## src/rtl/mem_lsu_if.sv

```systemverilog
`timescale 1ns/1ps
// Data-bus bundle between the MEM-stage load/store unit and the memory
// system: a registered request side and a one-cycle acknowledge side.
interface mem_lsu_if;
   logic        bus_req;
   logic        bus_we;
   logic [31:0] bus_addr;
   logic [3:0]  bus_sel;
   logic [31:0] bus_wdata;
   logic [31:0] bus_rdata;
   logic        bus_ack;

   // The load/store unit issues requests and consumes the acknowledge.
   modport master (
      output bus_req, bus_we, bus_addr, bus_sel, bus_wdata,
      input  bus_rdata, bus_ack
   );

   // The memory side answers requests.
   modport slave (
      input  bus_req, bus_we, bus_addr, bus_sel, bus_wdata,
      output bus_rdata, bus_ack
   );
endinterface

```

## src/rtl/mem_lsu.sv

```systemverilog
`timescale 1ns/1ps
// mem_lsu: MEM stage of the 5-stage RISC-V pipeline.
// Non-memory instructions flow straight through to mem_wb. Loads and stores
// run one request/acknowledge transaction on the data bus while holding
// stallreq, with byte-lane steering, load extension, misalignment and
// illegal-funct3 detection, and an optional acknowledge timeout.
module mem_lsu #(
   parameter int unsigned TIMEOUT = 255
) (
   input  logic        clk,
   input  logic        rst,
   input  logic        stall_hold,
   input  logic [4:0]  ex_wd,
   input  logic        ex_wreg,
   input  logic [31:0] ex_wdata,
   input  logic        ex_mem_re,
   input  logic        ex_mem_we,
   input  logic [2:0]  ex_funct3,
   input  logic [31:0] ex_mem_addr,
   input  logic [31:0] ex_mem_sdata,
   output logic [4:0]  mem_wd,
   output logic        mem_wreg,
   output logic [31:0] mem_wdata,
   output logic        stallreq,
   output logic        mem_err,
   mem_lsu_if.master   bus
);

   // Counter wide enough to hold TIMEOUT; at least one bit when disabled.
   localparam int unsigned       CNT_W    = $clog2(TIMEOUT + 2);
   localparam logic [CNT_W-1:0] CNT_ONE  = CNT_W'(1);
   // Last BUSY cycle (counter value) in which an acknowledge is still accepted.
   localparam logic [CNT_W-1:0] CNT_LAST = (TIMEOUT == 0) ? CNT_W'(0) : CNT_W'(TIMEOUT - 1);

   typedef enum logic [1:0] {
      S_IDLE = 2'd0,
      S_BUSY = 2'd1,
      S_DONE = 2'd2
   } state_t;

   // ------------------------------------------------------------------
   // Helpers
   // ------------------------------------------------------------------

   // funct3 encodings the stage understands for the given direction.
   function automatic logic f3_legal(input logic is_store, input logic [2:0] f3);
      logic ok;
      if (is_store) begin
         ok = (f3 == 3'b000) || (f3 == 3'b001) || (f3 == 3'b010);
      end else begin
         ok = (f3 != 3'b011) && (f3 != 3'b110) && (f3 != 3'b111);
      end
      return ok;
   endfunction

   // Natural alignment check; size is funct3[1:0] (byte/half/word).
   function automatic logic addr_aligned(input logic [1:0] size, input logic [1:0] off);
      logic ok;
      case (size)
         2'b00:   ok = 1'b1;
         2'b01:   ok = ~off[0];
         2'b10:   ok = (off == 2'b00);
         default: ok = 1'b0;
      endcase
      return ok;
   endfunction

   // Byte enables for an access of the given size at the given byte offset.
   function automatic logic [3:0] lane_sel(input logic [1:0] size, input logic [1:0] off);
      logic [3:0] sel;
      case (size)
         2'b00:   sel = 4'b0001 << off;
         2'b01:   sel = off[1] ? 4'b1100 : 4'b0011;
         2'b10:   sel = 4'b1111;
         default: sel = 4'b0000;
      endcase
      return sel;
   endfunction

   // Store data replicated across every lane so the enables pick the right one.
   function automatic logic [31:0] lane_wdata(input logic [1:0] size, input logic [31:0] sdata);
      logic [31:0] wd;
      case (size)
         2'b00:   wd = {4{sdata[7:0]}};
         2'b01:   wd = {2{sdata[15:0]}};
         default: wd = sdata;
      endcase
      return wd;
   endfunction

   // Pull the addressed byte/half out of the bus word and extend it.
   function automatic logic [31:0] load_extract(input logic [2:0] f3, input logic [1:0] off,
                                                input logic [31:0] rdata);
      logic [7:0]  b;
      logic [15:0] h;
      logic [31:0] res;
      case (off)
         2'b00:   b = rdata[7:0];
         2'b01:   b = rdata[15:8];
         2'b10:   b = rdata[23:16];
         default: b = rdata[31:24];
      endcase
      h = off[1] ? rdata[31:16] : rdata[15:0];
      case (f3)
         3'b000:  res = {{24{b[7]}}, b};
         3'b100:  res = {24'h00_0000, b};
         3'b001:  res = {{16{h[15]}}, h};
         3'b101:  res = {16'h0000, h};
         3'b010:  res = rdata;
         default: res = 32'h0000_0000;
      endcase
      return res;
   endfunction

   // ------------------------------------------------------------------
   // State
   // ------------------------------------------------------------------
   state_t           state_q, state_d;
   logic [CNT_W-1:0] cnt_q, cnt_d;
   logic [31:0]      rdata_q, rdata_d;
   logic [2:0]       f3_q, f3_d;
   logic [1:0]       off_q, off_d;
   logic             load_q, load_d;
   logic             tmo_q, tmo_d;
   logic             err_q, err_d;
   logic             req_q, req_d;
   logic             we_q, we_d;
   logic [31:0]      addr_q, addr_d;
   logic [3:0]       sel_q, sel_d;
   logic [31:0]      bwd_q, bwd_d;

   logic             is_mem_s;
   logic             op_ok_s;

   // Decode of the instruction currently presented by ex_mem.
   always_comb begin
      is_mem_s = ex_mem_re | ex_mem_we;
      op_ok_s  = f3_legal(ex_mem_we, ex_funct3) &&
                 addr_aligned(ex_funct3[1:0], ex_mem_addr[1:0]);
   end

   // State, bus and result registers; reset abandons any access in flight.
   always_ff @(posedge clk or posedge rst) begin
      if (rst) begin
         state_q <= S_IDLE;
         cnt_q   <= CNT_W'(0);
         rdata_q <= 32'h0000_0000;
         f3_q    <= 3'b000;
         off_q   <= 2'b00;
         load_q  <= 1'b0;
         tmo_q   <= 1'b0;
         err_q   <= 1'b0;
         req_q   <= 1'b0;
         we_q    <= 1'b0;
         addr_q  <= 32'h0000_0000;
         sel_q   <= 4'b0000;
         bwd_q   <= 32'h0000_0000;
      end else begin
         state_q <= state_d;
         cnt_q   <= cnt_d;
         rdata_q <= rdata_d;
         f3_q    <= f3_d;
         off_q   <= off_d;
         load_q  <= load_d;
         tmo_q   <= tmo_d;
         err_q   <= err_d;
         req_q   <= req_d;
         we_q    <= we_d;
         addr_q  <= addr_d;
         sel_q   <= sel_d;
         bwd_q   <= bwd_d;
      end
   end

   // Next-state logic and the writeback/stall outputs of the stage.
   always_comb begin
      state_d   = state_q;
      cnt_d     = cnt_q;
      rdata_d   = rdata_q;
      f3_d      = f3_q;
      off_d     = off_q;
      load_d    = load_q;
      tmo_d     = tmo_q;
      err_d     = 1'b0;
      req_d     = req_q;
      we_d      = we_q;
      addr_d    = addr_q;
      sel_d     = sel_q;
      bwd_d     = bwd_q;
      mem_wd    = ex_wd;
      mem_wreg  = ex_wreg;
      mem_wdata = ex_wdata;
      stallreq  = 1'b0;

      case (state_q)
         S_IDLE: begin
            if (is_mem_s) begin
               mem_wreg = 1'b0;
               if (op_ok_s) begin
                  // Launch the single bus access for this instruction.
                  stallreq = 1'b1;
                  state_d  = S_BUSY;
                  cnt_d    = CNT_W'(0);
                  req_d    = 1'b1;
                  we_d     = ex_mem_we;
                  addr_d   = {ex_mem_addr[31:2], 2'b00};
                  sel_d    = lane_sel(ex_funct3[1:0], ex_mem_addr[1:0]);
                  bwd_d    = lane_wdata(ex_funct3[1:0], ex_mem_sdata);
                  f3_d     = ex_funct3;
                  off_d    = ex_mem_addr[1:0];
                  load_d   = ~ex_mem_we;
                  tmo_d    = 1'b0;
               end else begin
                  // Rejected without touching the bus; the pipeline moves on.
                  err_d = 1'b1;
               end
            end else begin
               state_d = S_IDLE;
            end
         end

         S_BUSY: begin
            mem_wreg = 1'b0;
            stallreq = 1'b1;
            // An acknowledge in the final allowed cycle still wins over the timeout.
            if (bus.bus_ack) begin
               req_d   = 1'b0;
               rdata_d = bus.bus_rdata;
               state_d = S_DONE;
            end else if ((TIMEOUT != 0) && (cnt_q == CNT_LAST)) begin
               req_d   = 1'b0;
               err_d   = 1'b1;
               tmo_d   = 1'b1;
               state_d = S_DONE;
            end else begin
               cnt_d = cnt_q + CNT_ONE;
            end
         end

         S_DONE: begin
            mem_wreg  = ex_wreg & load_q & ~tmo_q;
            mem_wdata = load_extract(f3_q, off_q, rdata_q);
            // Stay put while mem_wb is frozen so the result is not lost.
            if (stall_hold) begin
               state_d = S_DONE;
            end else begin
               state_d = S_IDLE;
            end
         end

         default: begin
            state_d  = S_IDLE;
            req_d    = 1'b0;
            mem_wreg = 1'b0;
         end
      endcase

      if (rst) begin
         mem_wd    = 5'd0;
         mem_wreg  = 1'b0;
         mem_wdata = 32'h0000_0000;
         stallreq  = 1'b0;
      end else begin
         stallreq = stallreq;
      end
   end

   assign mem_err       = err_q;
   assign bus.bus_req   = req_q;
   assign bus.bus_we    = we_q;
   assign bus.bus_addr  = addr_q;
   assign bus.bus_sel   = sel_q;
   assign bus.bus_wdata = bwd_q;

endmodule

```

## src/flat_wrapper.sv

```systemverilog
// flat-port wrapper written by rule: the top's interface ports become plain ports
module mem_lsu_flat 
#(
   parameter int unsigned TIMEOUT = 255
)
  (clk, rst, stall_hold, ex_wd, ex_wreg, ex_wdata, ex_mem_re, ex_mem_we, ex_funct3, ex_mem_addr, ex_mem_sdata, mem_wd, mem_wreg, mem_wdata, stallreq, mem_err, bus_bus_req, bus_bus_we, bus_bus_addr, bus_bus_sel, bus_bus_wdata, bus_bus_rdata, bus_bus_ack);
  mem_lsu_if bus_i ();
  input  logic clk;
  input  logic rst;
  input  logic stall_hold;
  input  logic [4:0] ex_wd;
  input  logic ex_wreg;
  input  logic [31:0] ex_wdata;
  input  logic ex_mem_re;
  input  logic ex_mem_we;
  input  logic [2:0] ex_funct3;
  input  logic [31:0] ex_mem_addr;
  input  logic [31:0] ex_mem_sdata;
  output logic [4:0] mem_wd;
  output logic mem_wreg;
  output logic [31:0] mem_wdata;
  output logic stallreq;
  output logic mem_err;
  output wire logic [$bits(bus_i.bus_req)-1:0] bus_bus_req;
  output wire logic [$bits(bus_i.bus_we)-1:0] bus_bus_we;
  output wire logic [$bits(bus_i.bus_addr)-1:0] bus_bus_addr;
  output wire logic [$bits(bus_i.bus_sel)-1:0] bus_bus_sel;
  output wire logic [$bits(bus_i.bus_wdata)-1:0] bus_bus_wdata;
  input wire logic [$bits(bus_i.bus_rdata)-1:0] bus_bus_rdata;
  input wire logic [$bits(bus_i.bus_ack)-1:0] bus_bus_ack;
  assign bus_bus_req = bus_i.bus_req;
  assign bus_bus_we = bus_i.bus_we;
  assign bus_bus_addr = bus_i.bus_addr;
  assign bus_bus_sel = bus_i.bus_sel;
  assign bus_bus_wdata = bus_i.bus_wdata;
  assign bus_i.bus_rdata = bus_bus_rdata;
  assign bus_i.bus_ack = bus_bus_ack;
  mem_lsu #(.TIMEOUT(TIMEOUT)) u_core (.clk(clk), .rst(rst), .stall_hold(stall_hold), .ex_wd(ex_wd), .ex_wreg(ex_wreg), .ex_wdata(ex_wdata), .ex_mem_re(ex_mem_re), .ex_mem_we(ex_mem_we), .ex_funct3(ex_funct3), .ex_mem_addr(ex_mem_addr), .ex_mem_sdata(ex_mem_sdata), .mem_wd(mem_wd), .mem_wreg(mem_wreg), .mem_wdata(mem_wdata), .stallreq(stallreq), .mem_err(mem_err), .bus(bus_i));
endmodule
```

## config.mk

```make
export PLATFORM = sky130hd
export DESIGN_NAME = mem_lsu_flat
export DESIGN_NICKNAME = d
export VERILOG_FILES = /design/src/rtl/mem_lsu_if.sv /design/src/rtl/mem_lsu.sv /design/src/flat_wrapper.sv
export SDC_FILE = /design/constraint.sdc
export NUM_CORES = 1
export LEC_CHECK = 0
export BUFFER_PORTS_ARGS = -buffer_cell sky130_fd_sc_hd__buf_2
export CORE_MARGIN = 2
export CORE_UTILIZATION = 44
export DETAILED_ROUTE_END_ITERATION = 12
export GPL_TIMING_DRIVEN = 0
export HOLD_SLACK_MARGIN = 0.1
export PLACE_DENSITY_LB_ADDON = 0.15
export SLEW_MARGIN = 25
export SYNTH_ARGS = -nofsm -noshare
export SYNTH_HDL_FRONTEND = slang
export SYNTH_SLANG_ARGS = --single-unit
```

## constraint.sdc

```tcl
create_clock -name clk -period 3.55 [get_ports clk]
set_input_delay 0.1775 -clock clk [delete_from_list [all_inputs] [get_ports clk]]
set_output_delay 0.1775 -clock clk [all_outputs]
set_load 0.005 [all_outputs]
```

==> metrics, run 1 <==
outcome=finished, final reports clean; Slowest Stage Delay on Critical Path=0.47 ns; cts repair resizes=0; diodes inserted=0; M3 GR Usage=5.73%; Setup Skew=0.0130 ns; fmax=370 MHz; Final Power=7.05 mW; Final Max Tran Viols=0; core area=13300 um^2; gr ovfl total=0; Post-synth EDFFs=0; met1 Use GR=35.4%; Worst-Margin Slew=0.941 ns; CP Launch Type=register; Worst R2R End=u_core.rdata_q[2]$_DFFE_PP0P_; residual DRC count=0; Die X=121 um; CP Cell Sequence=clkbuf_2 -> nor2b_1 -> and2_0 -> clkbuf_1 -> a22oi_1 -> a21oi_1 -> a21o_1 -> buf_2; Crit Path Category=register to output pin; post-synth cell types=53; crit path DAT=2.53 ns; min-delay worst type=primary input to register; drt total wl=19800 um; Synth Register Bits=119; I/O pin total=253; PD cells=767 nW/um^2; Mapped Area=6070 um^2; Core Rows=42; synth warn=0; initial antenna violation count=0; # nets final=1158; hold path endpoint=u_core.bus.bus_wdata[8]$_DFFE_PP0P_; cts hold-fix bufs=98; final worst slack=0.844 ns; latest clock arrival within the worst-skew pair=0.42 ns; storage element area=2980 um^2; Buf+Inv Stages, Crit Path=3; RSZ-0062 raised after global routing=no; Post CTS Setup Buffer Count=0; Detailed Place HPWL=13500 um; gate family responsible for the most delay along the worst path=buffers and inverters; area leader, netlist=dfrtp_1; GRT busiest layer=met2; Post-Place Setup Slack=1.31 ns; R2R Setup Slk=1.45 ns; Crit path required time=3.37 ns; Layout fillers=1061; Placer Congestion=0.856; Port-buffer cells=249; Most used DFF post-synth=dfrtp_1; synthesis-to-layout area growth=51.5%; vias per cell=5.20; layout cells sized above 1=34.3%; Hold Startpoint=ex_mem_sdata[8]; sequential-to-total area share from yosys stat=49.1%; largest net degree at the start of global routing=93; Final Util=68.9%; Setup crit end kind=output pin; CTS buffer count=17; M2 GR Usage=46.2%; dominant cells by area after synthesis=dfrtp_1 49%, nand2_1 11%, mux2_2 6.3%; Final period util=76.2%; clock sink count=119; Die ar.=14800 um^2; Yosys top cell area share=49.1%; drt first pass iters=6; worst hold slack=0.114 ns; MaxCap Viol Count=0; WHS Path Cells=3; Slowest-stage cell, CP=clkbuf_1; vias after detailed routing=6245; CTS H-tree lvls=4; Post-synth ARST share=100%; first-pass GRT wire length=31300 um; area of the multi-input gates=2820 um^2; initial core utilization=45.5%; cells after synthesis=645; DRT iter0 DRCs=459; R2R Path Start=u_core.state_q[1]$_DFFE_PP0P_; Hold Fails Final Rpt=0; Routed WL per cell=16.5 um; vias in the first global route=6209; Pleak=4.62 nW; Max-slew headroom=37.0%; clock slew at reported path FFs=0.06 ns; TritonCTS clock tree=built; Commonest cells post-synth=175 x nand2_1, 119 x dfrtp_1, 59 x a21oi_1; Final setup viols=0; critical path peak fanout=10; post-route minimum period=2.71 ns; Mapped Avg Cell Area=9.41 um^2; Post-DRT Antenna Nets=0; clock tree buffer depth=2; R2R depth=4; root buf cell=clkbuf_16; VDD IR max=0.000429 V; chip height=121 um; most numerous cell in the Yosys netlist=nand2_1; GRT Total Usage=27.4%
==> stage by stage <==
step / instances / area [um^2] / TNS, ns
detailed placement: 1072 / 7570 / 0
CTS: 1202 / 9190 / 0
global route: 1202 / 9190 / 0
floorplan: 646 / 6070 / 0
finish: 1202 / 9190 / 0
global placement: 1071 / 7540 / -164.65
==> registers in the layout (all words and copies together) (netlist names), 2 cells and up <==
name	flops
u_core.off_q	2
u_core.bus.bus_sel	4
u_core.bus.bus_wdata	32
u_core.rdata_q	32
u_core.f3_q	3
u_core.cnt_q	9
u_core.bus.bus_addr	30
u_core.state_q	2
==> layout by cell type, fill, tap and decap left out, types with 6 or more instances in the layout <==
| cell | instances |
|---|---|
| or3_1 | 6 |
| a21o_1 | 9 |
| mux2i_1 | 26 |
| mux4_2 | 7 |
| dfrtp_1 | 119 |
| o21ai_0 | 48 |
| o311a_1 | 7 |
| dlygate4sd3_1 | 98 |
| nor2b_1 | 7 |
| clkbuf_1 | 24 |
| nor2_1 | 37 |
| a221oi_1 | 7 |
| a22oi_1 | 8 |
| inv_1 | 7 |
| a21oi_1 | 59 |
| nand2_1 | 175 |
| buf_2 | 258 |
| clkbuf_16 | 17 |
| mux2_2 | 34 |
==> layout make-up <==
type                            count  share of cell area (%)
Sequential cell                   119                    32.4
Multi-Input combinational cell    473                    30.7
Timing Repair Buffer              348                    24.5
Clock buffer                       18                    4.78
Buffer                             46                    2.63
Tap cell                          176                    2.40
Clock inverter                     14                    2.16
Inverter                            8                   0.408
==> cell families after synthesis <==
family | share of synthesized area [%]
buf+inv | 4.47
xor+xnor | 0.144
mux | 13.2
fa+ha+maj | 0.412
simple gates | 17.2
flops | 49.1
other cells | 0.0618
compound gates | 15.5
==> worst register-to-register path, stage by stage (launching register included) <==
cell,delay [ns]
dfrtp_1,0.36
clkbuf_1,0.34
nand3b_1,0.27
buf_1,0.58
mux2_2,0.42
==> worst max-delay path by stage <==
stage,cells past startpoint,slack (ns),from,to
6_report,8,0.84,u_core.f3_q[1]$_DFFE_PP0P_,mem_wdata[13]
5_1_grt,8,0.60,u_core.f3_q[1]$_DFFE_PP0P_,mem_wdata[14]
4_1_cts,8,0.84,u_core.f3_q[1]$_DFFE_PP0P_,mem_wdata[13]
3_5_place_dp,8,1.31,u_core.off_q[1]$_DFFE_PP0P_,mem_wdata[27]
3_3_place_gp,2,-1.39,rst,u_core.bus.bus_addr[18]$_DFFE_PP0P_
2_1_floorplan,1,0.22,rst,u_core.bus.bus_addr[10]$_DFFE_PP0P_
==> routing by layer <==
layer  routed length, um  up-vias
met4                 378        0
met5                   0        -
met3                1320       34
met2                9830      269
li1                    -     2972
met1                8300     2970
==> power by group <==
group / internal, mW / switching, mW / total [mW]
Clock: 1.20 / 0.649 / 1.85
Sequential: 1.98 / 0.459 / 2.44
Combinational: 1.33 / 1.43 / 2.76
Total: 4.51 / 2.53 / 7.05
Power figures use the tool's default switching activity.
==> run 2: changes to the inputs <==
- CORE_UTILIZATION: 44 -> 49
- clock period: 3.55 -> 2.5 ns (I/O delays scaled with it)
==> metrics, run 2 (synthesis results as in run 1) <==
outcome=finished, final reports clean; combinational fraction of design power=41.3% (+2.1 points); initial antenna violation count=0 (unchanged); Setup crit end kind=output pin; commonest non-fill, non-tap cell in the layout=buf_2; # nets final=1164 (+0.52%); Slowest-stage cell, CP=or4_4; clock slew at reported path FFs=0.05 ns (about the same); vias after detailed routing=6476 (+3.7%); RSZ-0062 raised after global routing=yes; largest net degree at the start of global routing=32 (-66%); Crit path required time=2.38 ns (-0.99 ns); residual DRC count=0 (unchanged); vias per cell=5.41 (+4.1%); R2R depth=4 (unchanged); Final Max Tran Viols=0 (unchanged); Detailed Place HPWL=13900 um (+3.4%); Final Util=76.8% (+7.9 points); clock share of power=24.0% (-2.2 points); drt first pass iters=5 (-1); Post-DRT Antenna Nets=0 (unchanged); GRT Total Usage=31.9% (+4.5 points); WHS Path Cells=4 (+1); Die X=115 um (-5.1%); crit path DAT=2.32 ns (-0.21 ns); vias in the first global route=6680 (+7.6%); initial core utilization=50.3% (+4.8 points); fmax=409 MHz; CTS buffer count=17 (unchanged); Switching Share=36.3% (+0.31 points); min-delay worst type=primary input to register; Placer Congestion=0.891 (+4.1%); Hold Fails Final Rpt=0 (unchanged); most frequent cells in the layout=256 x buf_2, 175 x nand2_1, 119 x dfrtp_1, 100 x dlygate4sd3_1, 59 x a21oi_1; layout cells sized above 1=35.0% (+0.71 points); gr ovfl total=0 (unchanged); latest clock arrival within the worst-skew pair=0.41 ns (about the same); Pleak=4.67 nW (+1.1%); CP Launch Type=register; PD cells=1090 nW/um^2 (+42%); Sw Pwr=3.65 mW (+44%); post-route minimum period=2.44 ns; critical path peak fanout=9 (-1); MaxCap Viol Count=0 (unchanged); CP Cell Sequence=clkbuf_4 -> mux2_2 -> mux2i_1 -> or4_4 -> a21oi_1 -> a21o_1 -> buf_2; Worst-Margin Slew=0.945 ns (+0.00392 ns); Die ar.=13300 um^2 (-9.9%); Max-slew headroom=36.8% (-0.26 points); clock tree buffer depth=2 (unchanged); Core Rows=40 (-4.8%); Port-buffer cells=249 (unchanged); root buf cell=clkbuf_16; Pint=6.40 mW (+42%); core area=12100 um^2 (-9.6%); first-pass GRT wire length=32400 um (+3.7%); synthesis-to-layout area growth=52.5%; Sequential Power Share=34.7% (about the same); Setup Skew=0.00561 ns (-0.00742 ns); drt total wl=21000 um (+5.8%); DRT iter0 DRCs=513 (+12%); Final Power=10.1 mW (+43%); Slowest Stage Delay on Critical Path=0.51 ns (+0.04 ns); CTS H-tree lvls=4 (unchanged); Final setup viols=0 (unchanged); Routed WL per cell=17.5 um (+6.3%); Final period util=97.8%; Crit Path Category=register to output pin; chip height=115 um (-5.1%); TritonCTS clock tree=built; VDD IR max=0.000696 V (+62%); clock sink count=119 (unchanged); I/O pin total=253 (unchanged); worst hold slack=0.112 ns (-0.00120 ns)
## run 2: cell count changes in the layout (fill, tap and decap cells not counted), sizes merged, moves of 3 or more
cell / change
clkinvlp: -3
inv: -3
clkinv: -3
buf: +5
clkbuf: +6
## run 2: final cells by class
type	instances	area, um^2
Multi-Input combinational cell	473	2850
Inverter	8	33.8
Antenna cell	1	2.50
Clock buffer	25	515
Timing Repair Buffer	356	2360
Clock inverter	3	65.1
Tap cell	168	210
Fill cell	801	2800
Sequential cell	119	2980
Buffer	44	250
## run 2: per-layer routing
layer  routed length [um]  vias to the layer above  track usage [%]
met5                    0                        -                0
met4                  780                        0             16.1
li1                     -                     2977                -
met1                 8020                     3063             37.7
met3                 1520                       70             7.06
met2                10700                      366             55.0
## run 2: final timing paths
kind	from	to	slack (ns)
setup / recovery	u_core.off_q[1]$_DFFE_PP0P_	mem_wdata[15]	0.06
hold / removal	bus_bus_ack	u_core.bus.bus_req$_DFFE_PP0P_	0.11
setup reg to reg	u_core.state_q[1]$_DFFE_PP0P_	u_core.rdata_q[5]$_DFFE_PP0P_	0.37
hold reg to reg	u_core.bus.bus_addr[31]$_DFFE_PP0P_	u_core.bus.bus_addr[31]$_DFFE_PP0P_	0.47
max in group asynchronous	rst	u_core.bus.bus_addr[25]$_DFFE_PP0P_	1.55
min in group asynchronous	rst	u_core.cnt_q[6]$_DFFE_PP0P_	0.28
## run 2: power by group through the flow
stage          Clock (mW)  Combinational (mW)  Sequential, mW
3_5_place_dp            0                3.82            3.45
2_1_floorplan           0                2.34            3.37
5_1_grt              2.53                4.55            3.58
3_3_place_gp            0                3.68            3.39
6_report             2.41                4.15            3.49
4_1_cts              2.43                4.01            3.45
## run 2: repair_timing
item | 4_1_cts | 5_1_grt
hold buffers | 100 | 0
hold endpoints to repair | 167 | 0
gates resized for setup | 4 | 17
endpoints found under the setup margin | 25 | 25
setup buffers | 2 | 1
pin swaps | 1 | 0
## run 2: critical path: cells and delay by family, from the launching register on
family,cells,cell delay [ns]
muxes,2,0.38
AOI/OAI and AO/OA,2,0.36
DFF,1,0.35
buffers and inverters,2,0.31
and+or+nand+nor,1,0.51
## run 2: per-stage QoR
step	setup slack (ns)	TNS [ns]	area [um^2]	std cells
floorplan	0.772	0	6080	646
global placement	0.126	0	7530	1063
detailed placement	0.277	0	7620	1067
CTS	0.00707	0	9230	1196
global route	-0.0261	-0.0637	9260	1196
finish	0.0553	0	9260	1197
==> run 3: changes to the inputs <==
- GPL_TIMING_DRIVEN: 0 -> not set
- MAX_ROUTING_LAYER: not set -> met4
==> metrics, run 3 (synthesis results as in run 1) <==
outcome=finished, final reports clean; Routed WL per cell=16.7 um (-4.5%); Hold Fails Final Rpt=0 (unchanged); Die ar.=13300 um^2 (unchanged); Final Max Tran Viols=0 (unchanged); clock tree buffer depth=2 (unchanged); Pleak=4.57 nW (-2.2%); vias per cell=5.35 (-1.2%); hold path endpoint=u_core.f3_q[0]$_DFFE_PP0P_; I/O pin total=253 (unchanged); Placed Cells=1035 (-3.0%); critical path peak fanout=14 (+5); Final Non-Filler Cells=1170 (-2.3%); residual DRC count=0 (unchanged); root buf cell=clkbuf_16; VDD IR max=0.000555 V (-20%); Post-Place Setup Slack=0.208 ns (-0.0691 ns); synthesis-to-layout area growth=49.9%; Crit Path Category=register to output pin; storage element area=2980 um^2 (unchanged); Setup TNS Final=0 ns (unchanged); R2R Path Start=u_core.state_q[0]$_DFFE_PP0P_; vias in the first global route=6335 (-5.2%); CTS H-tree lvls=4 (unchanged); Port-buffer cells=250 (+0.40%); WHS Path Cells=3 (-1); latest clock arrival within the worst-skew pair=0.40 ns (about the same); CTS buffer count=17 (unchanged); Final Util=75.4% (-1.3 points); CP Launch Type=register; R2R Setup Slk=0.47 ns (+0.10 ns); Crit path required time=2.38 ns (about the same); post-route minimum period=2.32 ns (-0.128 ns); core area=12100 um^2 (unchanged); Placer Congestion=0.882 (-1.0%); Detailed Place HPWL=12400 um (-11%); vias after detailed routing=6257 (-3.4%); DP Area=7480 um^2 (-1.8%); Layout fillers=849 (+6.0%); DRT iter0 DRCs=446 (-13%); final worst slack=0.183 ns (+0.128 ns); Setup Skew=0.00523 ns (-0.000379 ns); Worst R2R End=u_core.cnt_q[7]$_DFFE_PP0P_; gr ovfl total=0 (unchanged); GRT Total Usage=30.5% (-1.4 points); R2R depth=5 (+1); crit path DAT=2.19 ns (-0.13 ns); initial antenna violation count=1 (+1); Post-DRT Antenna Nets=0 (unchanged); drt total wl=19600 um (-6.7%); clock sink count=119 (unchanged); fmax=432 MHz (+5.5%); RSZ-0062 raised after global routing=no; layout cells sized above 1=35.3% (+0.28 points); PD cells=1080 nW/um^2 (-0.89%); Final period util=92.7% (-5.1 points); largest net degree at the start of global routing=86 (+170%); Worst-Margin Slew=0.792 ns (-0.153 ns); first-pass GRT wire length=30400 um (-6.2%); Finished Cell Area=9100 um^2 (-1.7%); Hold Startpoint=ex_funct3[0]; worst hold slack=0.134 ns (+0.0212 ns); Die X=115 um (unchanged); chip height=115 um (unchanged); commonest non-fill, non-tap cell in the layout=buf_2; clock slew at reported path FFs=0.05 ns (about the same); Max-slew headroom=47.1% (+10 points); Setup crit end kind=output pin; Core Rows=40 (unchanged); Final setup viols=0 (unchanged); area of the multi-input gates=2850 um^2 (+0.18%); drt first pass iters=7 (+2); MaxCap Viol Count=0 (unchanged); # nets final=1133 (-2.7%); min-delay worst type=primary input to register; TritonCTS clock tree=built; initial core utilization=50.3% (unchanged); most frequent cells in the layout=250 x buf_2, 175 x nand2_1, 119 x dfrtp_1, 101 x dlygate4sd3_1, 58 x a21oi_1; Final Power=9.79 mW (-2.6%)
-- run 3: cell count changes in the layout (fill, tap and decap cells not counted), moves of 3 or more --
cell	change
clkbuf_2	-4
buf_2	-6
clkinv_2	+3
clkbuf_4	-3
clkbuf_1	-17
clkinvlp_4	+3
buf_6	-5
buf_4	+4
-- run 3: cell type report --
type / instances / share of cell area [%]
Inverter: 8 / 0.371
Sequential cell: 119 / 32.7
Clock inverter: 8 / 0.798
Tap cell: 168 / 2.31
Clock buffer: 23 / 5.36
Timing Repair Buffer: 369 / 27.0
Multi-Input combinational cell: 473 / 31.3
Antenna cell: 2 / 0.0550
-- run 3: power by group --
part / leakage [nW] / internal (mW) / switching, mW
Combinational: 2.85 / 1.93 / 1.99
Clock: 0.271 / 1.46 / 0.840
Sequential: 1.45 / 2.81 / 0.762
-- run 3: worst max path at each step --
stage	end	cells past startpoint	startpoint
after floorplan	mem_wdata[8]	7	u_core.off_q[1]$_DFFE_PP0P_
after global placement	mem_wdata[24]	6	u_core.off_q[1]$_DFFE_PP0P_
after detailed placement	mem_wdata[24]	6	u_core.off_q[1]$_DFFE_PP0P_
after CTS	mem_wdata[24]	6	u_core.off_q[1]$_DFFE_PP0P_
after global routing	mem_wdata[8]	6	u_core.f3_q[0]$_DFFE_PP0P_
final	mem_wdata[8]	6	u_core.f3_q[1]$_DFFE_PP0P_
-- run 3: repair_timing --
item | 4_1_cts | 5_1_grt
endpoints found under the hold margin | 133 | 0
hold buffers | 101 | 0
pin swaps | 0 | 1
buffers inserted | 0 | 1
endpoints found under the setup margin | 16 | 11
resized for setup | 1 | 3
-- run 3: worst max-delay path: stages (launching register included) --
cell and delay (ns):
dfrtp_1 0.49, nor2b_1 0.31, a21o_2 0.39, a22oi_1 0.14
a21oi_1 0.22, a21o_1 0.13, buf_2 0.11
-- run 3: metal layers --
layer | share of wire [%] | track usage (%) | vias to the layer above
met3 | 6.3 | 6.48 | 62
met4 | 3.5 | 13.2 | 0
met1 | 40 | 36.1 | 2973
met5 | 0 | - | -
li1 | - | - | 2912
met2 | 50 | 50.4 | 310
